<file path="src/rtl/mesi_isc_mbus_mem_arb_if.sv">
// Main-bus bundle between the four MESI ISC CPUs and the memory arbiter.
//   mbus_cmd_i  : per-CPU command; CPU n is slice [n*MBUS_CMD_WIDTH +: MBUS_CMD_WIDTH]
//   mbus_addr_i : per-CPU address; sliced the same way
//   mbus_data_i : per-CPU write data; sliced the same way
//   mbus_ack_o  : one-hot completion pulse, one cycle, to the granted CPU
//   mbus_data_o : read data, valid in the ACK cycle of a RD and held afterwards
//   busy_o      : high while the arbiter is not idle
//   grant_id_o  : CPU currently or most recently granted
// The slave modport is the arbiter side. The master modport is the CPU side.
interface mesi_isc_mbus_mem_arb_if #(
    parameter int MBUS_CMD_WIDTH = 3,
    parameter int ADDR_WIDTH     = 32,
    parameter int DATA_WIDTH     = 32
);
    logic [4*MBUS_CMD_WIDTH-1:0] mbus_cmd_i;
    logic [4*ADDR_WIDTH-1:0]     mbus_addr_i;
    logic [4*DATA_WIDTH-1:0]     mbus_data_i;
    logic [3:0]                  mbus_ack_o;
    logic [DATA_WIDTH-1:0]       mbus_data_o;
    logic                        busy_o;
    logic [1:0]                  grant_id_o;

    modport slave (
        input  mbus_cmd_i, mbus_addr_i, mbus_data_i,
        output mbus_ack_o, mbus_data_o, busy_o, grant_id_o
    );

    modport master (
        output mbus_cmd_i, mbus_addr_i, mbus_data_i,
        input  mbus_ack_o, mbus_data_o, busy_o, grant_id_o
    );
endinterface

</file>
<file path="src/rtl/mesi_isc_mbus_mem_arb.sv">
// Round-robin arbiter with a shared main-memory model for the four mbus requesters.
// The arbiter grants one WR or RD at a time. It spends MEM_LAT cycles in ACCESS,
// commits the write or captures the read data, and then pulses the ack of the granted CPU.
//   clk : system clock; all logic runs on the rising edge
//   rst : synchronous, active-high reset; it also clears the memory array
//   bus : slave side of mesi_isc_mbus_mem_arb_if
//         (inputs cmd/addr/data; outputs ack/data/busy/grant_id)
module mesi_isc_mbus_mem_arb #(
    parameter int MBUS_CMD_WIDTH = 3,
    parameter int ADDR_WIDTH     = 32,
    parameter int DATA_WIDTH     = 32,
    parameter int MEM_ADDR_WIDTH = 4,
    parameter int MEM_LAT        = 2
) (
    input  logic                     clk,
    input  logic                     rst,
    mesi_isc_mbus_mem_arb_if.slave   bus
);
    localparam logic [MBUS_CMD_WIDTH-1:0] CMD_WR = MBUS_CMD_WIDTH'(1);
    localparam logic [MBUS_CMD_WIDTH-1:0] CMD_RD = MBUS_CMD_WIDTH'(2);
    localparam int unsigned MEM_DEPTH = 2 ** MEM_ADDR_WIDTH;

    typedef enum logic [1:0] {
        S_IDLE   = 2'd0,
        S_ACCESS = 2'd1,
        S_ACK    = 2'd2
    } state_t;

    state_t                      r_state;
    logic [1:0]                  r_rr_ptr;
    logic [1:0]                  r_grant;
    logic [MBUS_CMD_WIDTH-1:0]   r_cmd;
    logic [MEM_ADDR_WIDTH-1:0]   r_idx;
    logic [DATA_WIDTH-1:0]       r_wdata;
    logic [3:0]                  r_lat;
    logic [3:0]                  r_ack;
    logic [DATA_WIDTH-1:0]       r_data_o;
    logic                        r_busy;
    logic [DATA_WIDTH-1:0]       r_mem [MEM_DEPTH];

    logic [MBUS_CMD_WIDTH-1:0]   w_cmd  [4];
    logic [MEM_ADDR_WIDTH-1:0]   w_idx  [4];
    logic [DATA_WIDTH-1:0]       w_data [4];
    logic [3:0]                  w_req;
    logic                        w_any;
    logic [1:0]                  w_pick;
    logic [1:0]                  w_cand;
    logic                        w_unused_addr;

    // Split each flat bus into per-CPU fields. Address bits above the index are dropped,
    // so addresses wrap around the memory array.
    always_comb begin
        for (int unsigned n = 0; n < 4; n++) begin
            w_cmd[n]  = bus.mbus_cmd_i[n*MBUS_CMD_WIDTH +: MBUS_CMD_WIDTH];
            w_idx[n]  = bus.mbus_addr_i[n*ADDR_WIDTH +: MEM_ADDR_WIDTH];
            w_data[n] = bus.mbus_data_i[n*DATA_WIDTH +: DATA_WIDTH];
            w_req[n]  = (w_cmd[n] == CMD_WR) || (w_cmd[n] == CMD_RD);
        end
    end

    assign w_unused_addr = ^bus.mbus_addr_i;

    // Scan from rr_ptr upward (mod 4). The first requester found wins.
    always_comb begin
        w_any  = 1'b0;
        w_pick = r_rr_ptr;
        w_cand = r_rr_ptr;
        for (int unsigned k = 0; k < 4; k++) begin
            w_cand = r_rr_ptr + 2'(k);
            if (!w_any && w_req[w_cand]) begin
                w_any  = 1'b1;
                w_pick = w_cand;
            end
        end
    end

    always_ff @(posedge clk) begin
        if (rst) begin
            r_state  <= S_IDLE;
            r_rr_ptr <= '0;
            r_grant  <= '0;
            r_cmd    <= '0;
            r_idx    <= '0;
            r_wdata  <= '0;
            r_lat    <= '0;
            r_ack    <= '0;
            r_data_o <= '0;
            r_busy   <= 1'b0;
            for (int unsigned i = 0; i < MEM_DEPTH; i++) begin
                r_mem[i] <= '0;
            end
        end else begin
            case (r_state)
                S_IDLE: begin
                    if (w_any) begin
                        r_grant <= w_pick;
                        r_cmd   <= w_cmd[w_pick];
                        r_idx   <= w_idx[w_pick];
                        r_wdata <= w_data[w_pick];
                        r_lat   <= 4'(MEM_LAT - 1);
                        r_busy  <= 1'b1;
                        r_state <= S_ACCESS;
                    end
                end
                S_ACCESS: begin
                    if (r_lat == 4'd0) begin
                        // The write commits here, so any later grant sees the new value.
                        if (r_cmd == CMD_RD) begin
                            r_data_o <= r_mem[r_idx];
                        end else if (r_cmd == CMD_WR) begin
                            r_mem[r_idx] <= r_wdata;
                        end
                        r_ack   <= 4'b0001 << r_grant;
                        r_state <= S_ACK;
                    end else begin
                        r_lat <= r_lat - 4'd1;
                    end
                end
                S_ACK: begin
                    r_ack    <= '0;
                    r_rr_ptr <= r_grant + 2'd1;
                    r_busy   <= 1'b0;
                    r_state  <= S_IDLE;
                end
                default: begin
                    r_ack   <= '0;
                    r_busy  <= 1'b0;
                    r_state <= S_IDLE;
                end
            endcase
        end
    end

    assign bus.mbus_ack_o  = r_ack;
    assign bus.mbus_data_o = r_data_o;
    assign bus.busy_o      = r_busy;
    assign bus.grant_id_o  = r_grant;

endmodule

</file>
<file path="src/flat_wrapper.sv">
// flat-port wrapper written by rule: the top's interface ports become plain ports
module mesi_isc_mbus_mem_arb_flat 
#(
    parameter int MBUS_CMD_WIDTH = 3,
    parameter int ADDR_WIDTH     = 32,
    parameter int DATA_WIDTH     = 32,
    parameter int MEM_ADDR_WIDTH = 4,
    parameter int MEM_LAT        = 2
)
  (clk, rst, bus_mbus_cmd_i, bus_mbus_addr_i, bus_mbus_data_i, bus_mbus_ack_o, bus_mbus_data_o, bus_busy_o, bus_grant_id_o);
  mesi_isc_mbus_mem_arb_if #(.MBUS_CMD_WIDTH(MBUS_CMD_WIDTH), .ADDR_WIDTH(ADDR_WIDTH), .DATA_WIDTH(DATA_WIDTH)) bus_i ();
  input  logic clk;
  input  logic rst;
  input wire logic [$bits(bus_i.mbus_cmd_i)-1:0] bus_mbus_cmd_i;
  input wire logic [$bits(bus_i.mbus_addr_i)-1:0] bus_mbus_addr_i;
  input wire logic [$bits(bus_i.mbus_data_i)-1:0] bus_mbus_data_i;
  output wire logic [$bits(bus_i.mbus_ack_o)-1:0] bus_mbus_ack_o;
  output wire logic [$bits(bus_i.mbus_data_o)-1:0] bus_mbus_data_o;
  output wire logic [$bits(bus_i.busy_o)-1:0] bus_busy_o;
  output wire logic [$bits(bus_i.grant_id_o)-1:0] bus_grant_id_o;
  assign bus_i.mbus_cmd_i = bus_mbus_cmd_i;
  assign bus_i.mbus_addr_i = bus_mbus_addr_i;
  assign bus_i.mbus_data_i = bus_mbus_data_i;
  assign bus_mbus_ack_o = bus_i.mbus_ack_o;
  assign bus_mbus_data_o = bus_i.mbus_data_o;
  assign bus_busy_o = bus_i.busy_o;
  assign bus_grant_id_o = bus_i.grant_id_o;
  mesi_isc_mbus_mem_arb #(.MBUS_CMD_WIDTH(MBUS_CMD_WIDTH), .ADDR_WIDTH(ADDR_WIDTH), .DATA_WIDTH(DATA_WIDTH), .MEM_ADDR_WIDTH(MEM_ADDR_WIDTH), .MEM_LAT(MEM_LAT)) u_core (.clk(clk), .rst(rst), .bus(bus_i));
endmodule
</file>
<file path="config.mk">
export PLATFORM = sky130hd
export DESIGN_NAME = mesi_isc_mbus_mem_arb_flat
export DESIGN_NICKNAME = d
export VERILOG_FILES = /design/src/rtl/mesi_isc_mbus_mem_arb_if.sv /design/src/rtl/mesi_isc_mbus_mem_arb.sv /design/src/flat_wrapper.sv
export SDC_FILE = /design/constraint.sdc
export NUM_CORES = 1
export LEC_CHECK = 0
export CAP_MARGIN = 20
export CORE_ASPECT_RATIO = 1.25
export CORE_UTILIZATION = 28
export DETAILED_ROUTE_END_ITERATION = 10
export MAX_ROUTING_LAYER = met4
export PLACE_DENSITY_LB_ADDON = 0.2
export SETUP_SLACK_MARGIN = 0.5
export SYNTH_ARGS = -nofsm -noshare
export SYNTH_HDL_FRONTEND = slang
export SYNTH_SLANG_ARGS = --single-unit
export TNS_END_PERCENT = 20
</file>
<file path="constraint.sdc">
create_clock -name clk -period 6.5 [get_ports clk]
set_input_delay 0.975 -clock clk [delete_from_list [all_inputs] [get_ports clk]]
set_output_delay 0.975 -clock clk [all_outputs]
set_load 0.05 [all_outputs]
</file>
# After elaboration in Yosys (flattened, before gate mapping)
# Memories as Yosys holds them, arrays and structs flattened. A register that Yosys moved wholly into a read port is not among the register bits.
# Index checks and enable logic that the tools add are counted.
[word_totals]
ff_bits = 54
mem_bits_rw = 512
input_bits = 270
output_inout_bits = 39
mem_count = 1
[memory_table]
columns = ["memory", "depth", "word_bits", "read_ports", "rd_clocked_by_memory_dff", "wr", "line_no", "source"]
rows = [
  ["u_core.r_mem", 16, 32, 1, 1, 16, "mesi_isc_mbus_mem_arb.sv:39", "logic [DATA_WIDTH-1:0] r_mem [MEM_DEPTH];"],
]
[classes]
n_addsub = 5
magnitude_cmp = 5
eq_ne = 15
n_shift = 1
mux = 45
bitwise_logic = 3
n_reduce_logical = 20
[ops]
columns = ["operator", "n"]
rows = [
  ["32-bit 2-to-1 mux", 3],
  ["32-bit binary-select mux with 2-bit select", 1],
  ["32-bit OR reduction", 1],
  ["4-bit 2-to-1 mux", 6],
  ["1-bit 2-to-1 mux", 18],
  ["4-bit case mux with 2 select lines", 2],
  ["3-bit by 1-bit equality test with 1-bit output, second input constant", 5],
  ["3-bit by 2-bit equality test with 1-bit output, second input constant", 5],
  ["2-bit by 3-bit less-than comparator with 1-bit output, second input constant", 4],
  ["2-bit 2-to-1 mux", 5],
  ["1-bit binary-select mux with 2-bit select", 4],
  ["4-bit binary-select mux with 2-bit select", 1],
  ["2-bit AND reduction", 4],
  ["3-bit binary-select mux with 2-bit select", 1],
  ["3-bit 2-to-1 mux", 2],
  ["3-bit AND reduction", 2],
  ["2-bit by 1-bit adder with 2-bit output, second input constant", 2],
  ["2-bit adder, second input constant", 2],
  ["4-bit zero test", 1],
  ["1-bit logical OR", 4],
  ["2-bit by 1-bit != test with 1-bit output, second input constant", 2],
  ["2-bit case mux with 2 select lines", 1],
  ["1-bit by 2-bit left shift with 4-bit output, first input constant", 1],
  ["4-bit by 1-bit subtractor with 4-bit output, second input constant", 1],
  ["other kinds (11)", 16],
]

# Longest topological paths before layout
# Gate-level depths: netlist of run 1.
[logic_depth]
word_depth = 18
depth_mapped = 9
ltp_nobuf = 8

# Worst setup path before layout of run 1
# OpenSTA, ideal clock, no wires.
[synth_timing]
kind = "input-to-reg"
start = "input port rst"
end = "memory u_core.r_mem[0][0], enable pin"
setup_ps = 375
arrival_ps = 2605
required_time_ps = 6125
setup_slack_ps = 3521
cell_stages = 5
cell_sequence = "nor3b_4 and4bb_4 or3b_4 nor3_4 or2_2"
[synth_lines]
columns = ["item", "line_no", "source"]
rows = [
  ["start, declared", "flat_wrapper.sv:13", "input logic rst;"],
  ["end, declared", "mesi_isc_mbus_mem_arb.sv:39", ""],
]

==> results by group, run 1 <==
Run status
  – Status: complete, no violations

Worst setup path
  – Worst r2r src: u_core.r_lat[0]
  – Crit-path cells: inv_1 > ha_1 > nor3b_4 > nor3b_4 > and4bb_4 > or3b_4 > nor2_4 > buf_4 > or2_2 > buf_4
  – Kind of critical path: reg2reg
  – Critical-path top delay cell: or2_2
  – CP max FO: 33
  – R2R setup slack: 2.33 ns
  – CP peak stage delay: 0.76 ns
  – Worst setup SP type: register
  – Worst reg2reg path depth: 10
  – Arrival @ worst endpoint: 4.47 ns
  – CP endpoint kind: register
  – CP Data Required Time: 6.80 ns
  – R2r endpoint: u_core.r_mem[4][16]

Clocking
  – CTS root buf: clkbuf_16
  – CTS buffer count: 68
  – Clock-pin slew on the worst setup and hold paths: 0.06 ns
  – CTS tree: yes
  – Longest Clk Path Bufs: 3
  – Sink Count: 598
  – Post_cts resized: 0
  – Hold buffer count at CTS: 0
  – Worst-skew pair later-pin latency: 0.61 ns
  – CTS H-tree lvls: 3
  – Buffers inserted by post-CTS timing repair: 0

Global route
  – Largest net degree at the start of global routing: 66
  – First-pass GRT wire length: 114000 um
  – GR Util All Layers: 0.170
  – Initial antenna violation count: 2
  – Vias in the first global route: 16500
  – Grt total ovfl: 0

Power and ir drop
  – Overall power: 9850 uW
  – Pwr/cell area: 303 mW/mm^2
  – Peak supply drop: 146 uV
  – Leak: 0.0115 uW

Logic synthesis
  – Synthesized instance count: 1788
  – Largest area contributor in the netlist: edfxtp_1
  – Yosys reg bits: 598
  – Seq/Total Area, Yosys: 0.633
  – Post-synth EDFFs: 512
  – Synth area leaders: edfxtp_1 (57%), mux4_2 (13%), and2_1 (11%)
  – Top_reg_cell synth: edfxtp_1
  – Syn avg cell area: 15.1 sq um
  – Mapped Area: 0.0270 sq mm
  – Synthesis warning total: 0
  – Netlist cell types: 44
  – Post-synth top area share: 0.570
  – Ys async rst share: 0
  – Mapped Nets: 2063

Route
  – Antenna-violating nets left: 0
  – Drt initial violations: 1363
  – Via count: 15600
  – Met1 WL: 33200 um
  – First-pass DRT Iterations: 5
  – Drt total wl: 80400 um
  – Routed len/inst: 24.5 um
  – Via-to-Cell Ratio: 4.74
  – Remaining DRCs: 0
  – Metal3 WL: 4400 um
  – Top layer used by detailed routing: met4
  – Routed length on met2: 40900 um

Job
  – Max-cap violations: 0

Timing
  – Min cycle time layout: 4.17 ns
  – Clock skew: 0.0217 ns
  – RSZ-0062 raised after global routing: false
  – Final Hold Viols: 0
  – Fmax: 240 MHz
  – # setup viols final: 0
  – TNS Setup: 0 ns
  – Final Max Slew Viols: 0
  – Tcrit/Tclk final: 0.642
  – Worst-Margin Slew: 1.04 ns
  – Max-slew headroom: 0.308
  – Worst Slack Setup Final: 2.33 ns

Floorplan
  – DIE AREA: 0.0976 sq mm
  – Width of the die: 280 um
  – # rows: 126
  – Core Region: 0.0949 sq mm
  – DIE HEIGHT: 349 um
  – Initial cell density of the core: 0.284
  – IO Pins: 309

Min path
  – Hold Crit Start: u_core.bus.mbus_data_o[6]
  – Worst Hold Depth: 2
  – WHS Endpoint: u_core.bus.mbus_data_o[6]
  – Hold Path Class: reg2reg

Placed design
  – PortBufs: 196
  – Routability cong.: 0.726
  – Final HPWL DP: 44600 um
  – Worst slack at placement: 2.16 ns

Final layout
  – Commonest non-fill, non-tap cell in the layout: edfxtp_1
  – Fillers: 9245
  – FF+latch area: 0.0171 sq mm
  – # nets final: 2223
  – Syn-to-layout area delta: 20.6%
  – Most frequent cells in the layout: edfxtp_1 (512), and2_1 (493), clkdlybuf4s50_1 (195)
  – Footprint of the multi-input gates: 0.00931 sq mm
  – Layout cells sized above 1: 0.189
[cell usage after synthesis (5+ instances only)]
cell type	count
or2_2	18
nand2_1	102
nor3_1	9
buf_4	5
clkbuf_2	12
a21oi_1	36
nand2b_1	6
o221ai_1	37
buf_1	12
buf_2	20
nor2_1	28
mux4_2	160
mux2i_1	75
nand3b_1	5
ha_1	5
and2_1	493
and2_2	20
clkbuf_1	103
edfxtp_1	512
dfxtp_1	86
[area by class of cell]
type | instances | share of cell area
clock buffer | 98 | 0.0596
multi-input combinational | 1034 | 0.286
clock inverter | 28 | 0.00738
antenna | 1 | 0.0000769
timing repair buffer | 242 | 0.0711
sequential | 598 | 0.526
tap | 1280 | 0.0492
inverter | 4 | 0.000461
[where the power goes]
part | total, uW | switching (uW) | internal (uW) | leakage (uW)
logic | 1430 | 734 | 691 | 0.00445
registers | 4630 | 287 | 4340 | 0.00599
clock network | 3800 | 1590 | 2210 | 0.00107
[routing by layer]
layer,track usage,vias up
met3,0.0255,99
met4,0.0535,0
met1,0.204,8081
met5,-,-
li1,-,6914
met2,0.292,471
[state kept, by name (all words and copies together), names as in the netlist]
signal / flops
u_core.r_wdata: 32
u_core.r_lat: 4
u_core.r_mem: 512
u_core.bus.mbus_data_o: 32
u_core.r_idx: 4
u_core.r_cmd: 3
u_core.bus.mbus_ack_o: 4
u_core.r_rr_ptr: 2
u_core.r_state: 2
u_core.bus.busy_o: 1
u_core.bus.grant_id_o: 2
[cell families after synthesis]
logic type / Yosys count / synth area share
flops: 598 / 0.633
buf+inv: 156 / 0.0239
fa+ha+maj: 5 / 0.00232
compound gates: 92 / 0.0245
simple gates: 695 / 0.152
mux: 236 / 0.162
xor+xnor: 6 / 0.00195
[critical path, delay by kind of cell (launching register included)]
family                     cells  cell delay, ns
adders and majority gates      1            0.18
buffers and inverters          3            0.90
DFF                            1            0.32
and+or+nand+nor                6            2.43
[per-stage QoR]
step                      utilization  instance area (sq um)  hold slack (ns)  instances
after detailed placement        0.320                  30400            0.451       3158
after global routing            0.343                  32500            0.474       3284
final                           0.343                  32500            0.453       3285
after global placement          0.320                  30400            0.449       3158
after floorplan                     -                  27000            0.446       1788
after CTS                       0.343                  32500            0.459       3284
[worst max-delay path by stage]
stage                    startpoint                   to  slack (ns)
finish              u_core.r_lat[0]  u_core.r_mem[4][16]        2.33
global route        u_core.r_lat[0]  u_core.r_mem[4][16]        2.12
CTS                 u_core.r_lat[0]  u_core.r_mem[4][16]        2.27
detailed placement              rst  u_core.r_mem[4][15]        2.16
global placement                rst  u_core.r_mem[4][15]        2.18
floorplan                       rst   u_core.r_mem[0][0]        3.52
Note: power is estimated with default switching activity, not from simulation.
==> run 2: changes to the inputs <==
==> constraint.sdc (replaced) <==
create_clock -name clk -period 3.8 [get_ports clk]
set_input_delay 0.57 -clock clk [delete_from_list [all_inputs] [get_ports clk]]
set_output_delay 0.57 -clock clk [all_outputs]
set_load 0.05 [all_outputs]
==> results by group, run 2 (same netlist as run 1, synthesis figures left out) <==
Route
  – Via count: 15700
  – First-pass DRT Iterations: 5
  – Via-to-Cell Ratio: 4.74
  – Antenna-violating nets left: 0
  – Drt initial violations: 1358
  – Remaining DRCs: 0
  – Drt total wl: 79900 um
  – Routed len/inst: 24.2 um

Power and ir drop
  – Peak supply drop: 307 uV
  – Net Sw Power: 4430 uW
  – Pwr/cell area: 513 mW/mm^2
  – Clk pwr share: 0.383
  – Overall power: 16900 uW
  – Gate power share: 0.150
  – Cell-internal power: 12500 uW
  – Leak: 0.0117 uW
  – Seq pwr share: 0.467
  – Switch share: 0.262

Floorplan
  – Width of the die: 280 um
  – Core Region: 0.0949 sq mm
  – Initial cell density of the core: 0.284
  – IO Pins: 309
  – DIE AREA: 0.0976 sq mm
  – # rows: 126
  – DIE HEIGHT: 349 um

Timing
  – # setup viols final: 0
  – Final Hold Viols: 0
  – Max-slew headroom: 0.506
  – Clock skew: 0.0229 ns
  – Final hold slack: 0.192 ns
  – RSZ-0062 raised after global routing: true
  – Fmax: 312 MHz
  – Worst Slack Setup Final: 0.591 ns
  – Min cycle time layout: 3.21 ns
  – Final Max Slew Viols: 0
  – Worst-Margin Slew: 0.741 ns
  – TNS Setup: 0 ns
  – Tcrit/Tclk final: 0.844

Worst setup path
  – Worst reg2reg path depth: 9
  – CP endpoint kind: register
  – Worst setup SP type: register
  – Arrival @ worst endpoint: 3.52 ns
  – R2R setup slack: 0.59 ns
  – CP peak stage delay: 0.47 ns
  – Worst r2r src: u_core.r_lat[0]
  – Crit-path cells: inv_1 > ha_1 > nor3b_4 > nor3b_4 > and4bb_4 > or3b_4 > nor2_4 > or2_2 > buf_12
  – CP Data Required Time: 4.11 ns
  – R2r endpoint: u_core.r_mem[4][28]
  – Kind of critical path: reg2reg
  – Most used cell, CP: nor3b_4
  – Critical-path top delay cell: or3b_4
  – CP max FO: 12

Min path
  – WHS Endpoint: u_core.r_state[1]
  – Worst Hold Depth: 2
  – Hold Crit Start: rst
  – Hold Path Class: in2reg

Clocking
  – CTS H-tree lvls: 3
  – CTS buffer count: 68
  – CTS root buf: clkbuf_16
  – Sink Count: 598
  – Hold buffer count at CTS: 0
  – Clock-pin slew on the worst setup and hold paths: 0.05 ns
  – CTS tree: yes
  – Buffers inserted by post-CTS timing repair: 0
  – Worst-skew pair later-pin latency: 0.61 ns
  – Longest Clk Path Bufs: 3

Final layout
  – # nets final: 2246
  – Max reg flops: 512
  – Commonest non-fill, non-tap cell in the layout: edfxtp_1
  – Footprint of the multi-input gates: 0.00932 sq mm
  – Largest Register: u_core.r_mem
  – Syn-to-layout area delta: 22.2%
  – FF+latch area: 0.0171 sq mm
  – Fillers: 9218
  – Most frequent cells in the layout: edfxtp_1 (512), and2_1 (493), clkdlybuf4s50_1 (195)
  – Layout cells sized above 1: 0.194
  – Final Instance Area: 0.0330 sq mm

Placed design
  – Routability cong.: 0.745
  – Final HPWL DP: 47100 um
  – PortBufs: 196
  – Placed instance area: 0.0308 sq mm
  – Worst slack at placement: 0.532 ns

Run status
  – Status: complete, no violations

Job
  – Max-cap violations: 0

Global route
  – Vias in the first global route: 16400
  – Grt total ovfl: 0
  – GR Util All Layers: 0.169
  – Largest net degree at the start of global routing: 59
  – First-pass GRT wire length: 114000 um
  – Initial antenna violation count: 3
==> run 2: changes by cell type in the layout (fill, tap and decap cells not counted), sizes merged <==
cell      change
buf          +23
clkbuf        -6
inv           -3
bufinv        +2
clkinvlp      +2
==> run 2: routing by layer <==
| metal | vias up | GRT usage | routed length, um |
|---|---|---|---|
| li1 | 6964 | - | - |
| met1 | 8167 | 0.204 | 33300 |
| met2 | 438 | 0.291 | 40800 |
| met3 | 99 | 0.0244 | 4020 |
| met4 | 0 | 0.0494 | 1770 |
| met5 | - | - | 0 |
==> run 2: final cells by class <==
cell class                 instances  share of cell area
inverter                           4            0.000455
sequential                       598               0.519
timing repair buffer             265              0.0845
clock inverter                    29             0.00815
clock buffer                      92              0.0572
antenna                            1           0.0000759
tap                             1280              0.0485
multi-input combinational       1034               0.282
==> run 2: worst max path at each step <==
stage,from,to,slack [ns],cells after the start
floorplan,u_core.r_lat[0],u_core.r_mem[0][0],0.99,8
global placement,u_core.r_lat[0],u_core.r_mem[0][30],0.55,9
detailed placement,u_core.r_lat[0],u_core.r_mem[8][27],0.53,9
CTS,u_core.r_lat[0],u_core.r_mem[8][23],0.50,9
global route,u_core.r_lat[0],u_core.r_mem[4][28],0.40,9
finish,u_core.r_lat[0],u_core.r_mem[4][28],0.59,9
==> run 2: power groups by stage <==
stage	combinational (uW)	sequential [uW]	clock, uW
floorplan	1770	7750	0
global placement	2590	8030	0
detailed placement	2610	8050	0
CTS	2610	7910	6660
global route	2730	7980	6870
finish	2540	7900	6480
==> run 2: repair_timing <==
action | 4_1_cts | 5_1_grt
resized for setup | 0 | 3
endpoints found under the hold margin | 0 | 0
endpoints found under the setup margin | 0 | 135
==> run 2: critical path, delay by kind of cell (launching register included) <==
kind / cells / cell delay (ns)
buffers and inverters: 2 / 0.32
AND/OR/NAND/NOR: 6 / 2.10
adder cells (fa/ha/maj): 1 / 0.16
flip-flops: 1 / 0.32
==> run 2: through the flow <==
stage | utilization | std cells
3_5_place_dp | 0.325 | 3181
5_1_grt | 0.348 | 3303
2_1_floorplan | - | 1788
6_report | 0.348 | 3303
4_1_cts | 0.347 | 3302
3_3_place_gp | 0.325 | 3181
==> run 3: changes to the inputs <==
==> constraint.sdc (replaced) <==
create_clock -name clk -period 3.13 [get_ports clk]
set_input_delay 0.4695 -clock clk [delete_from_list [all_inputs] [get_ports clk]]
set_output_delay 0.4695 -clock clk [all_outputs]
set_load 0.05 [all_outputs]
==> results by group, run 3 (same netlist as run 1, synthesis figures left out) <==
Clocking
  – CTS H-tree lvls: 3
  – Sink Count: 598
  – CTS buffer count: 66
  – Clock-pin slew on the worst setup and hold paths: 0.06 ns
  – Worst-skew pair later-pin latency: 0.60 ns
  – CTS root buf: clkbuf_16
  – Longest Clk Path Bufs: 3
  – Hold buffer count at CTS: 0
  – CTS tree: yes

Final layout
  – Syn-to-layout area delta: 24.0%
  – Final Core Density: 0.353
  – Largest Register: u_core.r_mem
  – Layout cells sized above 1: 0.213
  – Fillers: 9149
  – Max reg flops: 512
  – Commonest non-fill, non-tap cell in the layout: edfxtp_1
  – Most frequent cells in the layout: edfxtp_1 (512), and2_1 (493), clkdlybuf4s50_1 (195)
  – # nets final: 2278

Job
  – Max-cap violations: 0

Route
  – Via count: 15700
  – Remaining DRCs: 0
  – First-pass DRT Iterations: 5
  – Drt total wl: 79800 um
  – Via-to-Cell Ratio: 4.69
  – Routed len/inst: 23.9 um
  – Antenna-violating nets left: 0
  – Drt initial violations: 1270

Floorplan
  – DIE AREA: 0.0976 sq mm
  – Core Region: 0.0949 sq mm
  – Initial cell density of the core: 0.284
  – Width of the die: 280 um
  – # rows: 126
  – IO Pins: 309
  – DIE HEIGHT: 349 um

Global route
  – First-pass GRT wire length: 114000 um
  – Vias in the first global route: 16700
  – Grt total ovfl: 0
  – Largest net degree at the start of global routing: 73
  – GR Util All Layers: 0.169
  – Initial antenna violation count: 3

Worst setup path
  – Critical-path top delay cell: or3b_4
  – Arrival @ worst endpoint: 2.94 ns
  – CP peak stage delay: 0.48 ns
  – Crit-path cells: inv_2 > ha_4 > nor3b_4 > nor3b_4 > and4bb_4 > or3b_4 > nor2_4 > or2_4 > clkbuf_16
  – CP Data Required Time: 3.44 ns
  – Worst setup SP type: register
  – Kind of critical path: reg2reg
  – CP endpoint kind: register
  – Most used cell, CP: nor3b_4
  – CP max FO: 7

Power and ir drop
  – Switch share: 0.261
  – Peak supply drop: 341 uV
  – Clk pwr share: 0.373
  – Cell-internal power: 15100 uW
  – Net Sw Power: 5330 uW
  – Overall power: 20400 uW
  – Leak: 0.0119 uW
  – Gate power share: 0.159
  – Seq pwr share: 0.468
  – Pwr/cell area: 610 mW/mm^2

Timing
  – RSZ-0062 raised after global routing: true
  – Final Max Slew Viols: 0
  – Min cycle time layout: 2.63 ns
  – Clock skew: 0.0163 ns
  – Fmax: 381 MHz
  – Final Hold Viols: 0
  – Tcrit/Tclk final: 0.839
  – Worst-Margin Slew: 0.897 ns
  – Final hold slack: 0.232 ns
  – # setup viols final: 0
  – Max-slew headroom: 0.402
  – TNS Setup: 0 ns

Placed design
  – Final HPWL DP: 48700 um
  – Routability cong.: 0.750
  – PortBufs: 196

Min path
  – Hold Path Class: in2reg

Run status
  – Status: complete, no violations
## run 3: cell count changes in the layout (fill, tap and decap cells not counted), moves of 3 or more
cell	previous run	this run
buf_4	44	56
clkbuf_8	3	6
buf_6	0	3
clkinv_1	14	8
clkinv_2	5	8
buf_12	25	38
## run 3: power by group through the flow
stage                     combinational (uW)  sequential [uW]  clock (uW)
final                                   3240             9560        7620
after global routing                    3470             9650        8100
after CTS                               3300             9580        7830
after detailed placement                3290             9740           0
after global placement                  3260             9710           0
after floorplan                         2160             9400           0
## run 3: path summary, 6_finish.rpt
check / startpoint / to / slack, ns / depth (start not counted)
hold reg to reg: u_core.bus.mbus_data_o[4] / u_core.bus.mbus_data_o[4] / 0.45 / 2
setup reg to reg: u_core.r_lat[0] / u_core.r_mem[12][7] / 0.50 / 9
hold / removal: rst / u_core.r_state[1] / 0.23 / 3
setup / recovery: u_core.r_lat[0] / u_core.r_mem[12][7] / 0.50 / 9
## run 3: routing by layer
metal | global-route usage | part of all wire | routed length (um)
met4 | 0.0394 | 0.020 | 1590
met2 | 0.295 | 0.52 | 41500
met5 | - | 0 | 0
met1 | 0.204 | 0.41 | 33000
met3 | 0.0261 | 0.047 | 3730
## run 3: layout make-up
class | count | area [sq um] | area share
inverters | 4 | 15.0 | 0.000449
flip-flops and latches | 598 | 17100 | 0.511
clock inverters | 27 | 223 | 0.00665
diodes | 3 | 7.51 | 0.000224
repair buffers | 299 | 3300 | 0.0987
well taps | 1280 | 1600 | 0.0479
multi-input cells | 1034 | 9340 | 0.279
clock buffers | 92 | 1870 | 0.0560
## run 3: worst max-delay path, delay by kind of cell, from the launching register on
kind                       cells  cell delay [ns]
and+or+nand+nor                6             1.60
adders and majority gates      1             0.12
buffers and inverters          2             0.27
DFF                            1             0.33
## run 3: metrics by stage
stage | area (sq um) | worst slack [ns] | instances
after floorplan | 27000 | 0.398 | 1788
after global placement | 31200 | 0.188 | 3205
after detailed placement | 31200 | 0.135 | 3205
after CTS | 33300 | 0.465 | 3326
after global routing | 33500 | 0.429 | 3334
final | 33500 | 0.503 | 3337
## run 3: what timing repair did
action                                  4_1_cts  5_1_grt
hold endpoints to repair                      0        0
pin swaps                                     1        2
buffers inserted                              2        4
endpoints found under the setup margin      102      417
gates cloned                                  0        4
resized for setup                             2       10
